File: config.mk
export PLATFORM = sky130hd
export DESIGN_NAME = seg4x7_scroll_ctrl
export DESIGN_NICKNAME = d
export VERILOG_FILES = /design/src/rtl/seg4x7_scroll_ctrl.sv
export SDC_FILE = /design/constraint.sdc
export NUM_CORES = 1
export LEC_CHECK = 0
export CORE_MARGIN = 3
export CORE_UTILIZATION = 65
export CTS_BUF_LIST = sky130_fd_sc_hd__clkbuf_4 sky130_fd_sc_hd__clkbuf_8
export DETAILED_ROUTE_END_ITERATION = 12
export GPL_TIMING_DRIVEN = 0
export PLACE_DENSITY = 0.8
export RECOVER_POWER = 50
export SLEW_MARGIN = 20
export SYNTH_ARGS = -nofsm -noshare
export SYNTH_HDL_FRONTEND = slang
export SYNTH_SLANG_ARGS = --single-unit
File: constraint.sdc
create_clock -name clk -period 4.1 [get_ports clk]
set_input_delay 0.82 -clock clk [delete_from_list [all_inputs] [get_ports clk]]
set_output_delay 0.82 -clock clk [all_outputs]
set_load 0.01 [all_outputs]
File: src/rtl/seg4x7_scroll_ctrl.sv
// Message scroller for the 4-digit 7-segment ASCII driver: buffers a host-streamed
// string and slides it right-to-left across the digits, looping until cleared.
module seg4x7_scroll_ctrl #(
    parameter int DEPTH    = 32,
    parameter int ADDR_W   = 5,
    parameter int STEP_DIV = 25_000_000
) (
    input  logic        clk,
    input  logic        reset_n,
    input  logic        wr_valid,
    output logic        wr_ready,
    input  logic [7:0]  wr_char,
    input  logic        wr_last,
    input  logic        clear,
    output logic [31:0] disp_word,
    output logic        busy,
    output logic        wrap
);
    localparam int LEN_W = ADDR_W + 1;
    localparam int IDX_W = ADDR_W + 3;
    localparam int CNT_W = (STEP_DIV > 1) ? $clog2(STEP_DIV) : 1;
    localparam logic [31:0] BLANK = 32'h2020_2020;

    typedef enum logic [1:0] {IDLE, LOAD, SCROLL} state_t;

    state_t             state_q, state_d;
    logic [LEN_W-1:0]   len_q, len_d;
    logic [LEN_W-1:0]   pos_q, pos_d;
    logic [CNT_W-1:0]   step_cnt_q, step_cnt_d;
    logic [31:0]        disp_word_q, disp_word_d;
    logic               wr_ready_q, wr_ready_d;
    logic               busy_q, busy_d;
    logic               wrap_q, wrap_d;
    logic [7:0]         mem_q [DEPTH];

    logic               accept, step, mem_we;
    logic [ADDR_W-1:0]  mem_addr;
    logic [IDX_W-1:0]   idx;

    assign accept = wr_valid & wr_ready_q;
    assign step   = (state_q == SCROLL) && (step_cnt_q == CNT_W'(STEP_DIV - 1));

    always_comb begin
        state_d     = state_q;
        len_d       = len_q;
        pos_d       = pos_q;
        step_cnt_d  = step_cnt_q;
        wrap_d      = 1'b0;
        mem_we      = 1'b0;
        mem_addr    = '0;
        disp_word_d = BLANK;
        idx         = '0;

        if (clear) begin
            state_d    = IDLE;
            len_d      = '0;
            pos_d      = '0;
            step_cnt_d = '0;
        end else begin
            case (state_q)
                IDLE: if (accept) begin
                    mem_we     = 1'b1;
                    len_d      = LEN_W'(1);
                    pos_d      = '0;
                    step_cnt_d = '0;
                    state_d    = wr_last ? SCROLL : LOAD;
                end
                LOAD: if (accept) begin
                    mem_we   = 1'b1;
                    mem_addr = len_q[ADDR_W-1:0];
                    len_d    = len_q + LEN_W'(1);
                    // A full buffer forces the end of the message.
                    if (wr_last || (len_q + LEN_W'(1) == LEN_W'(DEPTH))) begin
                        state_d    = SCROLL;
                        pos_d      = '0;
                        step_cnt_d = '0;
                    end
                end
                SCROLL: begin
                    step_cnt_d = step ? '0 : step_cnt_q + CNT_W'(1);
                    if (step) begin
                        if (pos_q == len_q + LEN_W'(3)) begin
                            pos_d  = '0;
                            wrap_d = 1'b1;
                        end else begin
                            pos_d = pos_q + LEN_W'(1);
                        end
                    end
                    // Window over V = 4 blanks, then the message; out of range reads blank.
                    for (int k = 0; k < 4; k++) begin
                        idx = IDX_W'(pos_q) + IDX_W'(k);
                        if (idx >= IDX_W'(4) && idx < IDX_W'(len_q) + IDX_W'(4))
                            disp_word_d[8*(3-k) +: 8] = mem_q[ADDR_W'(idx - IDX_W'(4))];
                    end
                end
                default: state_d = IDLE;
            endcase
        end

        wr_ready_d = (state_d != SCROLL);
        busy_d     = (state_d != IDLE);
    end

    always_ff @(posedge clk or negedge reset_n) begin
        if (!reset_n) begin
            state_q     <= IDLE;
            len_q       <= '0;
            pos_q       <= '0;
            step_cnt_q  <= '0;
            disp_word_q <= BLANK;
            wr_ready_q  <= 1'b1;
            busy_q      <= 1'b0;
            wrap_q      <= 1'b0;
        end else begin
            state_q     <= state_d;
            len_q       <= len_d;
            pos_q       <= pos_d;
            step_cnt_q  <= step_cnt_d;
            disp_word_q <= disp_word_d;
            wr_ready_q  <= wr_ready_d;
            busy_q      <= busy_d;
            wrap_q      <= wrap_d;
        end
    end

    // Buffer contents are don't-care after reset, so no reset here.
    always_ff @(posedge clk) begin
        if (mem_we) mem_q[mem_addr] <= wr_char;
    end

    assign wr_ready  = wr_ready_q;
    assign disp_word = disp_word_q;
    assign busy      = busy_q;
    assign wrap      = wrap_q;
endmodule

Word level (Yosys, flattened, before mapping)
Memories as Yosys holds them, arrays and structs flattened.
Index checks and enable logic that the tools add are counted.
W data, S select, Z words.
{ "classes": {"order_cmp": 8, "n_mux": 41, "reduce_logical": 14, "n_addsub": 12, "n_bitwise": 1, "eq_ne": 10} }
{ "ops": {"columns": ["operator", "n"], "rows": [
  ["$mux W25", 5],
  ["$pmux W25 S3", 1],
  ["$mux W32", 2],
  ["$mux W6", 9],
  ["$mux W8", 4],
  ["$add A25 B1 Y25 const B", 1],
  ["$eq A25 B25 Y1 const B", 1],
  ["$ge A7 B3 Y1 const B", 3],
  ["$lt A7 B7 Y1", 3],
  ["$sub A5 B3 Y5 const B", 4],
  ["$pmux W6 S3", 1],
  ["$mux W5", 3],
  ["$add A6 B2 Y7 const B", 2],
  ["$add A6 B1 Y6 const B", 2],
  ["$ne A3 B3 Y1 const B", 4],
  ["$pmux W6 S2", 1],
  ["$mux W2", 5],
  ["$mux W1", 9],
  ["$add A6 B1 Y7 const B", 1],
  ["$add A6 B3 Y7 const B", 1],
  ["$lt A6 B7 Y1", 1],
  ["$add A6 B2 Y6 const B", 1],
  ["$eq A6 B6 Y1", 1],
  ["$eq A6 B6 Y1 const B", 1],
  ["other kinds (16)", 20]
]} }
{ "totals": {"input_bits": 13, "reg_bits": 74, "wordCells": 95, "mem_bits_rw": 256, "out_inout_bits": 35, "memories": 1} }
{ "memory_table": {"columns": ["name", "words", "width", "read_ports", "rd_clocked_by_memory_dff", "write_ports", "line_no", "text"], "rows": [
  ["mem_q", 32, 8, 4, 0, 1, "34", "logic [7:0] mem_q [DEPTH];"]
]} }

Logic depth before layout (Yosys ltp)
{ "logic_depth": {"depth_word": 8, "mapped_depth": 15, "depth_no_buf": 10} }

Worst setup path before layout
Ideal clock, no wire load.
{ "synth_path": {"path_kind": "register -> register", "startpoint": "register pos_q[1]", "endpoint": "register disp_word_q[6] (netlist: disp_word[6])", "required_time_ps": 3980, "stages_incl_launch_ff": 15, "arrival_ps": 3445, "n_path_buf": 6, "setup_time_ps": 120, "period_less_slack_ps": 3566, "path_slack_ps": 534, "path_cell_list": "dfrtp_1 -> buf_2 -> buf_2 -> buf_1 -> inv_1 -> ha_1 -> xor2_1 -> buf_4 -> buf_6 -> ha_1 -> xor2_1 -> clkbuf_1 -> mux4_2 -> nand2_1 -> a21boi_1"} }
{ "synth_between": {"elab_chain_len": 6, "word_cells_on_any_way": 9, "cone_classes": "add/sub: 2; order compare: 2; mux: 3; reduce/logical: 1; memory: 1"} }
{ "synth_lines": {"columns": ["item", "line_no", "text"], "rows": [
  ["start, declared", "28", "logic [LEN_W-1:0] pos_q, pos_d;"],
  ["start signal, assigned", "117", "pos_q <= pos_d;"],
  ["$add A6 B2 Y7 (*)", "91", "idx = IDX_W'(pos_q) + IDX_W'(k);"],
  ["$sub A5 B3 Y5 (tied with other cells)", "93", "disp_word_d[8*(3-k) +: 8] = mem_q[ADDR_W'(idx - IDX_W'(4))];"],
  ["$mem_v2 Z32 W8 or $logic_and A1 B1 Y1 (tied branches)", null, null],
  ["$mux W8 (*)", "92", "if (idx >= IDX_W'(4) && idx < IDX_W'(len_q) + IDX_W'(4))"],
  ["$mux W32 (*)", "60", "case (state_q)"],
  ["$mux W32 (*)", "54", "if (clear) begin"],
  ["via disp_word_d[6]", "30", "logic [31:0] disp_word_q, disp_word_d;"],
  ["end signal, assigned", "119", "disp_word_q <= disp_word_d;"],
  ["end, declared", "30", null]
]} }
Mark *: on every way through the listed nets, which the timed path passes. The rest lies on a longest branch.
A chain may end at the register's enable or synchronous reset.

Worst setup path in the final report
{ "layout_path": {"startpoint": "register pos_q[1]", "endpoint": "register disp_word_q[18] (netlist: disp_word[18])"} }
{ "layout_between": {"elab_chain_len": 6, "word_cells_on_any_way": 9, "cone_classes": "add/sub: 2; order compare: 2; mux: 3; reduce/logical: 1; memory: 1"} }
{ "layout_lines": {"columns": ["item", "line_no"], "rows": [
  ["$add A6 B1 Y7 (*)", "91"],
  ["$sub A5 B3 Y5 (tied with other cells)", "93"],
  ["$mem_v2 Z32 W8 or $logic_and A1 B1 Y1 (tied branches)", null],
  ["$mux W8 (*)", "92"],
  ["$mux W32 (*)", "60"],
  ["$mux W32 (*)", "54"],
  ["via disp_word_d[18]", "30"]
]} }
Marks and branches as above.

==> run metrics <==
Area Growth Syn to Fin 11.7%; number of buffers created by CTS 54; Power Total 7.20 mW; clk slew on worst S/H paths 70 ps; FF-to-FF End disp_word[18]; #FFs+latches synth 330; total number of vias 14900; clk root buf clkbuf_8; pwr/cell area 315 mW/mm^2; crit path max fanout 19; hold slack 407 ps; final setup violation count 0; Nets 1473; largest net degree at the start of global routing 53; clock share of power 47.2%; setup ws final 64.6 ps; Post-Syn Instances 1306; Core ar. 0.0307 sq mm; initial antenna violation count 1; hold bufs inserted after CTS 0; IO Port Bufs 47; initial drt markers 2290; violated checks max-capacitance violations, max-slew violations; Synthesized Nets 1364; worst path required time 4620 ps; Fin. Hold Viols 0; pre-CTS setup slack -1420 ps; post-route clock period utilization 98.4%; initial core utilization 66.5%; Worst path slowest cell buf_1; Worst Setup Start Kind register; Reg-to-Reg Start pos_q[1]; combinational power share 2.3%; register area 0.00955 sq mm; r2r setup slk 60 ps; Crit Path Category register to register; sw frac 22.1%; Synth async-reset ratio 22.4%; Post-Syn Area 0.0204 sq mm; First-pass DRT Iterations 8; clk buf depth 3; ANT nets after route 0; Setup TNS 0 ps; CP top delay family buffers and inverters; Die Span Y 183 um; CTS tree done; wire length of the first global-routing pass 97.0 mm; P_int 5.61 mW; multi-input logic area 0.0103 sq mm; slowest stage delay, CP 800 ps; Rows 64; Net Sw Power 1.59 mW; EDFF count, synth 256; FMAX 248 MHz; Util after Layout 74.2%; WL per Instance 35.7 um; Syn. warnings 0; maximum VDD drop 0.000276 V; top_reg_cell synth edfxtp_1; design area 0.0228 sq mm; status complete, but fails checks; GRT Util Overall 40.5%; placer congestion estimate 1.01; final WL 66.4 mm; DRC viols 0; CP Capture Type register; placed instance count 1756; share of layout cells above drive strength 1 33.7%; Max Cap Violations 1; clock sinks 330; Min-Delay Path Class primary input to asynchronous set/reset pin; worst-margin pin slew 1530 ps; Pins Over Slew Limit 53; die area 0.0336 sq mm; RSZ-0062 raised after global routing no; Pleak 7.65 nW; DR vias/cell 8.00; grt ovf 0; fillers 1852; Worst Path Arrival 4550 ps; die width 183 um; crit path cell chain buf_2, buf_6, inv_1, ha_1, buf_2, buf_1, mux4_2, mux4_2, nor2_1, nor3_1; relative slew slack -2.25%; dpl hpwl 47.7 mm; syn avg cell area 15.6 sq um; critical path buffer and inverter count 5; fin crit period 4040 ps; sequential share of power 50.5%; Worst Setup SP pos_q[1]; Reg2Reg Depth 10; clk_lat worst skew 650 ps; final clock skew 26.8 ps; Placed Area 0.0215 sq mm; Ports 48; vias in the first global route 14800; register area share after synthesis 46.7%; H-tree depth 2; Yosys cell types 59; Layout Cells excl Fill 1858
-- per-layer routing --
metal,share of wire (%),global-route usage (%)
met5,0.27,0.857
met4,9.2,28.3
met3,15,13.5
met2,44,59.3
met1,32,51.8
-- cell usage in the layout, fill, tap and decap left out, drive strengths merged, types with 14 or more instances in the layout --
master         count
a21oi             34
inv               41
o21ai             63
nand2             46
dfrtp             69
buf               78
mux4             296
clkbuf           108
ha                45
xnor2             15
mux2i             41
nand3             32
dlygate4sd3       18
o22ai             22
a211oi            14
nor2b             17
clkdlybuf4s50     24
nor2              87
clkinv            19
edfxtp           256
nor3              15
-- power by group through the flow --
stage	sequential, mW	combinational (mW)	clock, mW
2_1_floorplan	3.70	0.0673	0
3_3_place_gp	3.70	0.159	0
3_5_place_dp	3.70	0.167	0
4_1_cts	3.64	0.167	3.40
5_1_grt	3.63	0.177	3.57
6_report	3.64	0.163	3.40
-- final cells by class --
type | count | share of cell area, %
diodes | 1 | 0.0110
plain buffers | 99 | 2.46
clock buffers | 74 | 4.27
clock inverters | 28 | 1.37
inverters | 39 | 0.641
multi-input cells | 836 | 45.1
flip-flops and latches | 330 | 41.8
well taps | 396 | 2.17
repair buffers | 55 | 2.15
-- cell families after synthesis --
family                     Yosys count  synth area share (%)
adders and majority gates           45                  2.76
xor gates and xnor gates            27                  1.23
and+or+nand+nor                    250                  5.94
DFF                                330                  46.7
buffers and inverters              140                  3.37
muxes                              337                  34.6
AOI/OAI and AO/OA                  177                  5.36
-- synthesized netlist by cell type, types with 3 or more instances --
| master | count | share of area, % |
|---|---|---|
| a211o_1 | 9 | 0.39 |
| a211oi_1 | 14 | 0.51 |
| a21boi_0 | 5 | 0.18 |
| a21o_1 | 3 | 0.11 |
| a21oi_1 | 34 | 0.83 |
| a31oi_1 | 6 | 0.18 |
| and2_1 | 6 | 0.18 |
| and3_1 | 10 | 0.31 |
| and4_1 | 4 | 0.17 |
| buf_1 | 21 | 0.39 |
| buf_2 | 31 | 0.76 |
| buf_4 | 15 | 0.55 |
| buf_6 | 9 | 0.50 |
| clkbuf_1 | 25 | 0.46 |
| dfrtp_1 | 69 | 8.4 |
| dfstp_2 | 5 | 0.64 |
| edfxtp_1 | 256 | 38 |
| ha_1 | 45 | 2.8 |
| inv_1 | 38 | 0.70 |
| mux2i_1 | 41 | 2.0 |
| mux4_2 | 296 | 33 |
| nand2_1 | 46 | 0.84 |
| nand2b_1 | 5 | 0.15 |
| nand3_1 | 32 | 0.78 |
| nand3b_1 | 3 | 0.11 |
| nand4_1 | 11 | 0.34 |
| nor2_1 | 87 | 1.6 |
| nor2b_1 | 17 | 0.52 |
| nor3_1 | 15 | 0.37 |
| nor4_1 | 3 | 0.092 |
| o211ai_1 | 4 | 0.15 |
| o21ai_0 | 59 | 1.4 |
| o21ai_1 | 4 | 0.098 |
| o22ai_1 | 22 | 0.67 |
| o31ai_1 | 4 | 0.15 |
| or3_1 | 4 | 0.12 |
| xnor2_1 | 14 | 0.60 |
| xor2_1 | 11 | 0.47 |
-- registers in the layout, summed over array words and instances (netlist names) --
register	cells
busy	1
wr_ready	1
disp_word	32
len_q	6
step_cnt_q	25
pos_q	6
state_q	2
wrap	1
mem_q	256
-- how the worst max path moves through the flow --
stage,to,slack (ps),depth (start not counted)
final,disp_word[18],60,10
after global routing,disp_word[22],50,10
after CTS,disp_word[4],20,13
after detailed placement,disp_word[0],-1420,15
after global placement,mem_q[17][1],-1530,7
after floorplan,disp_word[6],530,14
-- timing repair --
| item | CTS | global route |
|---|---|---|
| setup buffers | 0 | 1 |
| pin swaps | 1 | 1 |
| endpoints found under the setup margin | 23 | 15 |
| gates resized for setup | 11 | 15 |
No activity file was read; power rests on OpenSTA's default activity.
